`config.mk`:
```
export PLATFORM = sky130hd
export DESIGN_NAME = mem_hexdump
export DESIGN_NICKNAME = d
export VERILOG_FILES = /design/src/rtl/dump_pkg.sv /design/src/rtl/hexdump_fmt.sv /design/src/rtl/mem_hexdump.sv
export SDC_FILE = /design/constraint.sdc
export NUM_CORES = 1
export LEC_CHECK = 0
export CELL_PAD_IN_SITES_DETAIL_PLACEMENT = 1
export CELL_PAD_IN_SITES_GLOBAL_PLACEMENT = 2
export CORE_ASPECT_RATIO = 0.6
export CORE_MARGIN = 2
export CORE_UTILIZATION = 27
export DETAILED_ROUTE_END_ITERATION = 7
export PLACE_DENSITY_LB_ADDON = 0.1
export RECOVER_POWER = 25
export SLEW_MARGIN = 20
export SYNTH_ARGS = -nofsm -noshare
export SYNTH_HDL_FRONTEND = slang
export SYNTH_HIERARCHICAL = 1
export SYNTH_SLANG_ARGS = --single-unit
```
`constraint.sdc`:
```
create_clock -name clk -period 1.9 [get_ports clk]
set_input_delay 0.285 -clock clk [delete_from_list [all_inputs] [get_ports clk]]
set_output_delay 0.285 -clock clk [all_outputs]
set_load 0.005 [all_outputs]
```
`src/rtl/dump_pkg.sv`:
```
// Shared state encoding, character constants and ASCII helpers for the memory hex dumper.
package dump_pkg;

    typedef enum logic [3:0] {
        ST_IDLE,
        ST_NL,
        ST_ADDR,
        ST_COLON,
        ST_FETCH,
        ST_WAIT,
        ST_GSP,
        ST_HEXH,
        ST_HEXL,
        ST_ASP,
        ST_AFETCH,
        ST_AWAIT,
        ST_ACHR,
        ST_NEXT,
        ST_DONE
    } hexdump_st_e;

    localparam logic [7:0] CH_NL    = 8'h0a;
    localparam logic [7:0] CH_SP    = 8'h20;
    localparam logic [7:0] CH_COLON = 8'h3a;
    localparam logic [7:0] CH_DOT   = 8'h2e;

    // 0x57 is 'a' minus ten, so nibbles 10..15 land on 'a'..'f'.
    function automatic logic [7:0] hex_char(input logic [3:0] nib);
        return (nib < 4'd10) ? (8'h30 + {4'h0, nib}) : (8'h57 + {4'h0, nib});
    endfunction

    function automatic logic [7:0] printable(input logic [7:0] b);
        return (b >= 8'h20 && b <= 8'h7e) ? b : CH_DOT;
    endfunction

endpackage

```
`src/rtl/hexdump_fmt.sv`:
```
// Output character mux: picks the ASCII char for the current state from the row
// address digit index or the byte register.
module hexdump_fmt
    import dump_pkg::*;
#(
    parameter int ASZ = 17,
    parameter int ADW = (ASZ + 3) / 4,
    parameter int DW  = 3
) (
    input  logic [3:0]     state_i,
    input  logic [ASZ-1:0] row_a_i,
    input  logic [DW-1:0]  didx_i,
    input  logic [7:0]     byte_i,
    output logic [7:0]     tx_data_o
);

    hexdump_st_e        st;
    logic [4*ADW-1:0]   ra_ext;
    logic [3:0]         nib;

    assign st     = hexdump_st_e'(state_i);
    assign ra_ext = (4*ADW)'(row_a_i);

    // Digit 0 is the most significant nibble of the zero-extended row address.
    always_comb begin
        nib = 4'h0;
        for (int k = 0; k < ADW; k++) begin
            if (int'(didx_i) == k) nib = ra_ext[4*(ADW-1-k) +: 4];
        end
    end

    always_comb begin
        tx_data_o = 8'h00;
        case (st)
            ST_NL:    tx_data_o = CH_NL;
            ST_ADDR:  tx_data_o = hex_char(nib);
            ST_COLON: tx_data_o = CH_COLON;
            ST_GSP:   tx_data_o = CH_SP;
            ST_HEXH:  tx_data_o = hex_char(byte_i[7:4]);
            ST_HEXL:  tx_data_o = hex_char(byte_i[3:0]);
`ifdef MEM_HEXDUMP_ASCII_EN
            ST_ASP:   tx_data_o = CH_SP;
            ST_ACHR:  tx_data_o = printable(byte_i);
`endif
            default:  tx_data_o = 8'h00;
        endcase
    end

endmodule

```
`src/rtl/mem_hexdump.sv`:
```
// Walks a byte range of the 8-bit memory and streams a formatted hex dump.
// Define MEM_HEXDUMP_ASCII_EN to append an ASCII column to each row.
module mem_hexdump
    import dump_pkg::*;
#(
    parameter int ASZ = 17,
    parameter int ROW = 16,
    parameter int GRP = 4
) (
    input  logic           clk,
    input  logic           rst,
    input  logic           start,
    input  logic [ASZ-1:0] addr,
    input  logic [ASZ-1:0] len,
    output logic           busy,
    output logic           done,
    output logic [ASZ-1:0] mem_a,
    output logic           mem_rd,
    input  logic [7:0]     mem_vo,
    output logic           tx_valid,
    input  logic           tx_ready,
    output logic [7:0]     tx_data,
    output logic [3:0]     dbg_state_o
);

    localparam int ADW = (ASZ + 3) / 4;
    localparam int RB  = $clog2(ROW);
    localparam int RCW = ASZ - RB + 1;
    localparam int DW  = $clog2(ADW + 1);

    hexdump_st_e    state_q, state_d;
    logic [ASZ-1:0] row_q, row_d;
    logic [RCW-1:0] rows_q, rows_d;
    logic [RB-1:0]  bidx_q, bidx_d;
    logic [DW-1:0]  didx_q, didx_d;
    logic [7:0]     byte_q, byte_d;

    logic [ASZ:0]   span;
    logic [RCW-1:0] nrows;
    logic [ASZ-1:0] byte_a;
    logic           grp_start;

    // Offset into the first row plus length, rounded up to whole rows.
    assign span      = (ASZ+1)'(addr[RB-1:0]) + (ASZ+1)'(len) + (ASZ+1)'(ROW - 1);
    assign nrows     = RCW'(span >> RB);
    assign byte_a    = {row_q[ASZ-1:RB], bidx_q};
    assign grp_start = (int'(bidx_q) % GRP) == 0;

    // tx handshake: a char moves on a cycle with tx_valid and tx_ready both high;
    // while tx_valid is high and tx_ready low, state (hence tx_data) holds, so
    // tx_valid only drops after a transfer.
    always_comb begin
        tx_valid = 1'b0;
        case (state_q)
            ST_NL, ST_ADDR, ST_COLON, ST_GSP, ST_HEXH, ST_HEXL: tx_valid = 1'b1;
`ifdef MEM_HEXDUMP_ASCII_EN
            ST_ASP, ST_ACHR: tx_valid = 1'b1;
`endif
            default: tx_valid = 1'b0;
        endcase
    end

`ifdef MEM_HEXDUMP_ASCII_EN
    assign mem_rd = (state_q == ST_FETCH) || (state_q == ST_AFETCH);
`else
    assign mem_rd = (state_q == ST_FETCH);
`endif
    assign mem_a       = mem_rd ? byte_a : '0;
    assign busy        = (state_q != ST_IDLE);
    assign done        = (state_q == ST_DONE);
    assign dbg_state_o = state_q;

    always_comb begin
        state_d = state_q;
        row_d   = row_q;
        rows_d  = rows_q;
        bidx_d  = bidx_q;
        didx_d  = didx_q;
        byte_d  = byte_q;
        case (state_q)
            ST_IDLE: begin
                if (start) begin
                    row_d   = addr & ~ASZ'(ROW - 1);
                    rows_d  = nrows;
                    bidx_d  = '0;
                    didx_d  = '0;
                    state_d = (len == '0) ? ST_DONE : ST_NL;
                end
            end
            ST_NL: begin
                if (tx_ready) begin
                    didx_d  = '0;
                    state_d = ST_ADDR;
                end
            end
            ST_ADDR: begin
                if (tx_ready) begin
                    if (didx_q == DW'(ADW - 1)) state_d = ST_COLON;
                    else                        didx_d  = didx_q + 1'b1;
                end
            end
            ST_COLON: begin
                if (tx_ready) begin
                    bidx_d  = '0;
                    state_d = ST_FETCH;
                end
            end
            ST_FETCH: state_d = ST_WAIT;
            ST_WAIT: begin
                byte_d  = mem_vo;
                state_d = grp_start ? ST_GSP : ST_HEXH;
            end
            ST_GSP:  if (tx_ready) state_d = ST_HEXH;
            ST_HEXH: if (tx_ready) state_d = ST_HEXL;
            ST_HEXL: begin
                if (tx_ready) begin
                    if (&bidx_q) begin
`ifdef MEM_HEXDUMP_ASCII_EN
                        didx_d  = '0;
                        state_d = ST_ASP;
`else
                        state_d = ST_NEXT;
`endif
                    end else begin
                        bidx_d  = bidx_q + 1'b1;
                        state_d = ST_FETCH;
                    end
                end
            end
`ifdef MEM_HEXDUMP_ASCII_EN
            // Second pass over the row re-reads each byte for the ASCII column.
            ST_ASP: begin
                if (tx_ready) begin
                    if (didx_q == DW'(1)) begin
                        bidx_d  = '0;
                        state_d = ST_AFETCH;
                    end else begin
                        didx_d  = didx_q + 1'b1;
                    end
                end
            end
            ST_AFETCH: state_d = ST_AWAIT;
            ST_AWAIT: begin
                byte_d  = mem_vo;
                state_d = ST_ACHR;
            end
            ST_ACHR: begin
                if (tx_ready) begin
                    if (&bidx_q) begin
                        state_d = ST_NEXT;
                    end else begin
                        bidx_d  = bidx_q + 1'b1;
                        state_d = ST_AFETCH;
                    end
                end
            end
`endif
            ST_NEXT: begin
                rows_d = rows_q - 1'b1;
                if (rows_q == RCW'(1)) begin
                    state_d = ST_DONE;
                end else begin
                    row_d   = row_q + ASZ'(ROW);
                    state_d = ST_NL;
                end
            end
            ST_DONE: state_d = ST_IDLE;
            default: state_d = ST_IDLE;
        endcase
    end

    always_ff @(posedge clk or posedge rst) begin
        if (rst) begin
            state_q <= ST_IDLE;
            row_q   <= '0;
            rows_q  <= '0;
            bidx_q  <= '0;
            didx_q  <= '0;
            byte_q  <= '0;
        end else begin
            state_q <= state_d;
            row_q   <= row_d;
            rows_q  <= rows_d;
            bidx_q  <= bidx_d;
            didx_q  <= didx_d;
            byte_q  <= byte_d;
        end
    end

    hexdump_fmt #(
        .ASZ(ASZ),
        .ADW(ADW),
        .DW (DW)
    ) u_fmt (
        .state_i  (state_q),
        .row_a_i  (row_q),
        .didx_i   (didx_q),
        .byte_i   (byte_q),
        .tx_data_o(tx_data)
    );

endmodule
```
### Word level (Yosys, flattened, before mapping)

Index checks and enable logic that the tools add are counted.

* register bits: 50
* input bits: 46
* output and inout bits: 33
* word-level logic and storage cells: 102

* add/sub/neg operators: 12
* magnitude comparators: 3
* equal/unequal tests: 27
* mux-type cells: 39
* reductions and logical operators: 15

Operator list (count)
* $mux W4: 19
* $mux W17: 3
* $pmux W8 S6: 1
* $pmux W4 S10: 1
* $pmux W17 S2: 1
* $logic_not A32 Y1: 1
* $pmux W14 S2: 1
* $add A7 B4 Y8 const A: 3
* $mux W8: 3
* $ne A2 B2 Y1 const B: 11
* $add A6 B4 Y7 const A: 3
* $add A18 B4 Y18 const B: 1
* $add A4 B17 Y18: 1
* $add A17 B5 Y17 const B: 1
* $logic_not A17 Y1: 1
* $eq A4 B3 Y1 const B: 4
* $eq A14 B1 Y1 const B: 1
* $mux W14: 1
* $sub A14 B1 Y14 const B: 1
* $eq A3 B3 Y1 const B: 4
* $eq A4 B4 Y1 const B: 3
* $lt A4 B4 Y1 const B: 3
* $mux W3: 4
* $pmux W4 S3: 1
* 18 further kinds: 23

### Depth between registers and ports, before layout

Gate-level depths: netlist (run 1).

* depth in word-level cells: 9
* mapped depth: 10
* depth with buffers taken out: 9

### Hierarchy

The synthesis (run 1) kept the hierarchy.

Modules (own cells, without submodules)
* mem_hexdump: times used 1, cells each 417, area each 3328.2 um^2, seq. area each 1151.1 um^2
* hexdump_fmt: times used 1, cells each 86, area each 634.4 um^2, seq. area each 0.0 um^2

### Least setup slack after synthesis (run 1)

Ideal clock, no wire load.

* path type: reg2out
* start point: reg didx_q[0]
* end point: out tx_data[2]
* arrival time: 1.776 ns
* data required time: 1.615 ns
* setup slack: -0.161 ns
* cell stages (with the launch flop): 8
* path buffers: 1
* cells stage by stage: dfrtp_1 > buf_6 > mux2_4 > a211oi_4 > ha_1 > a21o_2 > a21oi_1 > a211o_1

* word-level cells in the longest chain between the ends: 9
* elaborated cells on any way between the ends: 15
* those cells by class: 2 x add/sub; 1 x order compare; 4 x eq/ne; 7 x mux; 1 x reduce/logical

Ends and longest elaborated chain
* start, declared: line mem_hexdump.sv:35 `logic [DW-1:0] didx_q, didx_d;`
* start signal, assigned: line mem_hexdump.sv:185 `didx_q <= didx_d;`
* $logic_not A3 Y1: line hexdump_fmt.sv:28 `if (int'(didx_i) == k) nib = ra_ext[4*(ADW-1-k) +: 4];`
* $mux W1: line hexdump_fmt.sv:28
* $mux W4 (3 in series): line hexdump_fmt.sv:28
* $mux W4 *: line hexdump_fmt.sv:28
* $add A7 B4 Y8, or another cell as far along: line dump_pkg.sv:29 `return (nib < 4'd10) ? (8'h30 + {4'h0, nib}) : (8'h57 + {4'h0, nib});`
* $mux W8 *: line dump_pkg.sv:29
* $pmux W8 S6 *: line hexdump_fmt.sv:34 `case (st)`
* end, declared: line mem_hexdump.sv:22 `output logic [7:0] tx_data,`

Mark *: on every way between the ends. The rest lies on a longest branch, timed or not.

### Worst setup path in the final report (run 1)

Ends and elaborated chain as after synthesis.

==> flow_metrics.env, run 1 <==
export IMPL_status="finished with violations"
export IMPL_violations="negative setup slack"
export IMPL_period_share=1.33
export IMPL_via_per_inst=5.10
export IMPL_drt_iter0_markers=169
export IMPL_maxSlewViolCount=0
export IMPL_fp_dieW_um=160
export IMPL_regArea_um2=1160
export IMPL_cts_sinks=46
export IMPL_fin_worst_skew_ns=0.00768
export IMPL_grt_pass1_vias=5383
export IMPL_cp_required_ns=1.62
export IMPL_synth_seq_cells=46
export IMPL_syn_inst=503
export IMPL_maxCapViolCount=0
export IMPL_clk_pin_slew_ns=0.07
export IMPL_synth_seq_area_share=0.290
export IMPL_hpwl_mm=11.9
export IMPL_yosys_warnings=6
export IMPL_gr_total_overflow=0
export IMPL_arrival_ns=2.24
export IMPL_vias=4990
export IMPL_synth_avg_cell_area_um2=7.88
export IMPL_drc_errors=0
export IMPL_fin_ws_ns=-0.627
export IMPL_end_kind="primary output"
export IMPL_ctsLongestPathBuffers=2
export IMPL_worst_skew_pair_late_latency_ns=0.30
export IMPL_hp_class="reg -> reg"
export IMPL_mappedNetlistArea_um2=3960
export IMPL_synthMuxAreaShare=0.0452
export IMPL_wire_per_inst_um=19.6
export IMPL_io_buffers=77
export IMPL_final_common_cell="buf_4"
export IMPL_ant_nets=0
export IMPL_final_hold_viol_count=0
export IMPL_cts_root_buf="clkbuf_16"
export IMPL_syn2layout_area_growth_pct=97.4
export IMPL_grt_start_max_net_pins=17
export IMPL_async_flop_share=1.00
export IMPL_power_density_nw_per_um2=1390
export IMPL_synth_top_area_frac=0.290
export IMPL_synth_compound_area_frac=0.215
export IMPL_worst_setup_path_type="reg -> out"
export IMPL_max_stage_delay_ns=0.48
export IMPL_dieArea_um2=15700
export IMPL_slowest_stage="dfrtp_2"
export IMPL_drt_wl_total_mm=19.2
export IMPL_synth_top_family_by_area="simple AND/OR/NAND/NOR gates"
export IMPL_multi_input_area_um2=3340
export IMPL_cts_buffers=5
export IMPL_clock_fmax_mhz=396
export IMPL_drt_pass1_iter_count=4
export IMPL_setup_viol=58
export IMPL_start_util=0.275
export IMPL_static_leakage_power_uw=0.00344
export IMPL_synth_xor_area_frac=0.0354
export IMPL_start_kind="register"
export IMPL_min_period_ns=2.53
export IMPL_routabilityCongestion=0.864
export IMPL_yosys_top_cells_area="dfrtp_1 29%, a21oi_1 5.7%, ha_1 5.1%, o21ai_0 4.8%, nand2_1 4.0%"
export IMPL_worstMarginPinSlew_ns=0.724
export IMPL_fp_coreArea_um2=14400
export IMPL_finalNetCount=841
export IMPL_synth_area_leader_cell="dfrtp_1"
export IMPL_rsz0062_at_grt="yes"
export IMPL_grt_pass1_wl_mm=29.1
export IMPL_fp_row_count=34
export IMPL_path_cells="mux2_4 -> a211oi_4 -> ha_4 -> buf_6 -> a21o_4 -> a21oi_2 -> a211o_1 -> buf_2"
export IMPL_htreeDepth=2
export IMPL_holdBufCountCts=0
export IMPL_synthSimpleGateAreaFrac=0.296
export IMPL_synth_fa_ha_area_frac=0.0505
export IMPL_ir_worst_vdd_v=0.000685
export IMPL_synth_edff_count=0
export IMPL_die_y_um=97.8
export IMPL_drive_gt1_frac=0.541
export IMPL_synth_cell_type_count=75
export IMPL_num_fill_cells=1629
export IMPL_tritoncts="done"
export IMPL_fin_cells=978
export IMPL_dpl_cell_count=878
export IMPL_final_cell_mix="140 x buf_4, 67 x buf_6, 40 x clkdlybuf4s50_1, 39 x dfrtp_1, 32 x nand2_1"
export IMPL_grt_use_total=0.233
export IMPL_relSlewSlack=0.516
export IMPL_n_antenna_cell=0
export IMPL_synthFlopType="dfrtp_1"
export IMPL_critPathMaxFanout=8
export IMPL_io_pins=79
export IMPL_finalSetupTns_ns=-13.05
export IMPL_antenna_found_initial=0
-- through the flow --
stage,area (um^2),util,hold WS (ns),setup slack [ns],power [uW]
after floorplan,4040,-,0.418,-0.161,4410
after global placement,5910,0.410,0.496,-0.609,6880
after detailed placement,5910,0.410,0.504,-0.667,7040
after CTS,7370,0.511,0.314,-0.612,9760
after global routing,7820,0.542,0.562,-0.676,11500
final,7820,0.542,0.522,-0.627,10800
-- synth_stat cells, drive strengths merged, types with 2 or more instances --
library cell	number
xnor2	4
o22ai	8
or2	3
mux2i	4
a21o	4
ha	16
o221ai	2
a211oi	4
a221o	2
nand2	43
clkbuf	18
nand4	6
nor3b	3
or3	2
nor3	16
or4	3
nand4b	2
and3	25
and4bb	6
inv	32
o311ai	2
a32oi	3
conb	2
nor2	40
and2	4
nor2b	5
o31ai	3
o21ai	44
buf	11
nor4b	2
nor4	8
a21oi	46
and2b	3
nand2b	6
mux2	12
and4	4
xor2	12
dfrtp	46
a31oi	5
a211o	3
nand3	26
-- logic make-up after synthesis --
logic type                 after synthesis
and+or+nand+nor                        210
DFF                                     46
AOI/OAI and AO/OA                      136
muxes                                   16
other                                    2
adders and majority gates               16
xor gates and xnor gates                16
buffers and inverters                   61
-- routing by layer --
metal	wire length (um)	track usage	up-vias
met4	183	0.0430	0
met1	8970	0.324	2488
li1	-	-	2368
met3	974	0.0382	19
met2	9060	0.385	115
met5	0	0	-
-- cell type report --
cell class	count	share of cell area
Sequential cell	46	0.148
Clock inverter	2	0.00160
Multi-Input combinational cell	399	0.427
Tap cell	198	0.0317
Inverter	32	0.0157
Timing Repair Buffer	295	0.358
Clock buffer	6	0.0178
-- worst max-delay path: cells and delay by family (launching register included) --
| family | cells | cell delay, ns |
|---|---|---|
| AO/OA/AOI/OAI | 4 | 0.71 |
| buffers and inverters | 2 | 0.21 |
| adder cells (fa/ha/maj) | 1 | 0.20 |
| flip-flops | 1 | 0.48 |
| multiplexers | 1 | 0.35 |
-- path summary, 6_finish.rpt --
kind / cells past startpoint / startpoint / slack, ns / end
setup / recovery: 8 / didx_q[0]$_DFFE_PP0P_ / -0.63 / tx_data[2]
hold / removal: 1 / byte_q[4]$_DFFE_PP0P_ / 0.52 / byte_q[4]$_DFFE_PP0P_
setup reg to reg: 13 / dbg_state_o[1]$_DFFE_PP0P_ / -0.37 / dbg_state_o[3]$_DFFE_PP0P_
hold reg to reg: 1 / byte_q[4]$_DFFE_PP0P_ / 0.52 / byte_q[4]$_DFFE_PP0P_
max in group asynchronous: 3 / rst / 0.43 / rows_q[1]$_DFFE_PP0P_
min in group asynchronous: 2 / rst / 0.54 / bidx_q[0]$_DFFE_PP0P_
-- state kept, by name, indices dropped and copies added, names as in the netlist --
signal       flops
bidx_q           4
row_q           13
byte_q           8
rows_q          14
didx_q           3
dbg_state_o      4
-- repair_timing --
item,4_1_cts,5_1_grt
pin swaps,69,50
cloned,7,0
setup buffers,66,34
gates resized for setup,295,119
endpoints found under the setup margin,64,67
-- report_power, final --
part | switching, uW | internal (uW)
clock network | 435 | 524
logic | 3660 | 4340
registers | 480 | 1420
Power figures use the tool's default switching activity.
==> run 2: changes to the inputs <==
--- a/config.mk
+++ b/config.mk
@@ -8,9 +8,9 @@
 export CELL_PAD_IN_SITES_DETAIL_PLACEMENT = 1
 export CELL_PAD_IN_SITES_GLOBAL_PLACEMENT = 2
 export CORE_ASPECT_RATIO = 0.6
-export CORE_MARGIN = 2
 export CORE_UTILIZATION = 27
 export DETAILED_ROUTE_END_ITERATION = 7
+export GPL_TIMING_DRIVEN = 0
 export PLACE_DENSITY_LB_ADDON = 0.1
 export RECOVER_POWER = 25
 export SLEW_MARGIN = 20
==> run 2 against run 1 <==
Effect of this change: the run still ends with negative setup slack left; worst setup slack lost 0.065 ns; fmax decreased by 2.5%; critical path type unchanged; register-to-register slack got worse by 0.03 ns; first-iteration DRC count up 33%; hold slack got worse by 0.19 ns; routed wire length fell by 7.0%; combinational power down 14%; count of clock-buffer cells in the layout fell by 1; power decreased by 7.5%; clock skew rose by 0.0021 ns.
==> flow_metrics.env, run 2 (same netlist as run 1, synthesis figures left out) <==
export IMPL_power_density_nw_per_um2=1440
export IMPL_start_util=0.283
export IMPL_r2r_end="bidx_q[3]$_DFFE_PP0P_"
export IMPL_start_kind="register"
export IMPL_holdBufCountCts=0
export IMPL_ant_nets=0
export IMPL_largest_reg_flops=14
export IMPL_r2r_slack_ns=-0.40
export IMPL_drc_errors=0
export IMPL_finalSetupTns_ns=-13.48
export IMPL_worst_setup_path_type="reg -> out"
export IMPL_worstMarginPinSlew_ns=0.880
export IMPL_fp_dieW_um=158
export IMPL_fin_worst_skew_ns=0.00981
export IMPL_hpwl_mm=10.9
export IMPL_n_antenna_cell=0
export IMPL_critPathMaxFanout=5
export IMPL_routabilityCongestion=0.784
export IMPL_htreeDepth=2
export IMPL_fin_util=0.499
export IMPL_wire_per_inst_um=20.3
export IMPL_worst_skew_pair_late_latency_ns=0.31
export IMPL_finalNetCount=747
export IMPL_place_ws_ns=-1.12
export IMPL_io_buffers=76
export IMPL_holdWs_ns=0.335
export IMPL_via_per_inst=5.35
export IMPL_dieArea_um2=15200
export IMPL_switching_share=0.436
export IMPL_r2r_cells=10
export IMPL_dpl_cell_count=775
export IMPL_syn2layout_area_growth_pct=76.2
export IMPL_hp_class="in -> reg"
export IMPL_end_kind="primary output"
export IMPL_grt_start_max_net_pins=29
export IMPL_fp_coreArea_um2=14000
export IMPL_fp_row_count=33
export IMPL_ctsLongestPathBuffers=2
export IMPL_multi_input_area_um2=3300
export IMPL_p_sw_uw=4370
export IMPL_holdPathStages=3
export IMPL_rsz0062_at_grt="yes"
export IMPL_final_common_cell="buf_6"
export IMPL_status="finished with violations"
export IMPL_cts_root_buf="clkbuf_16"
export IMPL_cts_sinks=46
export IMPL_io_pins=79
export IMPL_top_register="rows_q"
export IMPL_setup_viol=62
export IMPL_cp_required_ns=1.62
export IMPL_static_leakage_power_uw=0.00291
export IMPL_final_cell_mix="62 x buf_6, 57 x buf_4, 39 x dfrtp_1, 36 x clkdlybuf4s50_1, 34 x nand2_1"
export IMPL_reg_top3="rows_q x14, row_q x13, byte_q x8"
export IMPL_antenna_found_initial=0
export IMPL_hp_start="len[7]"
export IMPL_grt_pass1_wl_mm=26.1
export IMPL_min_period_ns=2.59
export IMPL_drt_iter0_markers=225
export IMPL_seqPwrFrac=0.209
export IMPL_num_fill_cells=1552
export IMPL_grt_use_total=0.228
export IMPL_pwr_share_clk=0.109
export IMPL_maxCapViolCount=0
export IMPL_drive_gt1_frac=0.461
export IMPL_period_share=1.36
export IMPL_clk_pin_slew_ns=0.08
export IMPL_reg2reg_from="dbg_state_o[1]$_DFFE_PP0P_"
export IMPL_ir_worst_vdd_v=0.000755
export IMPL_drt_pass1_iter_count=4
export IMPL_tritoncts="done"
export IMPL_min_to="rows_q[3]$_DFFE_PP0P_"
export IMPL_regArea_um2=1160
export IMPL_vias=4693
export IMPL_cts_buffers=5
export IMPL_arrival_ns=2.31
export IMPL_fin_cells=878
export IMPL_grt_pass1_vias=4605
export IMPL_final_hold_viol_count=0
export IMPL_pwr_share_comb=0.683
export IMPL_fin_ws_ns=-0.692
export IMPL_p_int_uw=5660
export IMPL_relSlewSlack=0.413
export IMPL_gr_total_overflow=0
export IMPL_die_y_um=95.8
export IMPL_clock_fmax_mhz=386
export IMPL_maxSlewViolCount=0
export IMPL_violations="negative setup slack"
export IMPL_drt_wl_total_mm=17.8
==> run 2: worst max-delay path by stage <==
stage	cells past startpoint	slack, ns	from	end
floorplan	7	-0.16	didx_q[0]$_DFFE_PP0P_	tx_data[2]
global placement	6	-1.03	dbg_state_o[2]$_DFFE_PP0P_	mem_a[15]
detailed placement	6	-1.12	dbg_state_o[2]$_DFFE_PP0P_	mem_a[14]
CTS	9	-0.71	didx_q[0]$_DFFE_PP0P_	tx_data[2]
global route	9	-0.80	didx_q[0]$_DFFE_PP0P_	tx_data[2]
finish	9	-0.69	didx_q[0]$_DFFE_PP0P_	tx_data[2]
==> run 2: worst max-delay path, stage by stage (launching register included) <==
cell and delay (ns):
dfrtp_2 0.42, buf_6 0.13, mux2_4 0.31, a211oi_4 0.29, ha_4 0.18, buf_6 0.09
nand4b_1 0.17, a21oi_4 0.18, a211o_1 0.12, buf_2 0.11
==> run 2: timing repair <==
| action | 4_1_cts | 5_1_grt |
|---|---|---|
| pin swaps | 49 | 51 |
| gates resized for setup | 283 | 137 |
| setup buffers | 59 | 42 |
| gates cloned | 2 | 2 |
| setup endpoints to repair | 73 | 65 |
==> run 2: metal layers <==
layer | up-vias | global-route usage | share of wire
met1 | 2416 | 0.337 | 0.49
met4 | 0 | 0.0417 | 0.0068
met2 | 84 | 0.345 | 0.46
met5 | - | 0 | 0
met3 | 12 | 0.0405 | 0.043
li1 | 2181 | - | -
==> run 2: cell type report <==
cell class / count / share of cell area
buffer: 23 / 0.0353
clock buffer: 5 / 0.0179
clock inverter: 3 / 0.00627
inverter: 32 / 0.0179
multi-input combinational: 399 / 0.472
sequential: 46 / 0.166
tap: 192 / 0.0344
timing repair buffer: 178 / 0.250
==> run 2: per-stage QoR <==
stage	cell area [um^2]	power (uW)
6_report	6980	10000
5_1_grt	6980	10600
4_1_cts	6290	8500
3_5_place_dp	5060	5860
3_3_place_gp	5040	5730
2_1_floorplan	4040	4410
==> run 2: power by group through the flow <==
stage               Sequential (uW)  Combinational (uW)  Clock, uW
global route                   2170                7310       1140
global placement               2070                3670          0
CTS                            2060                5350       1100
detailed placement             2100                3760          0
finish                         2100                6850       1090
floorplan                      1830                2570          0
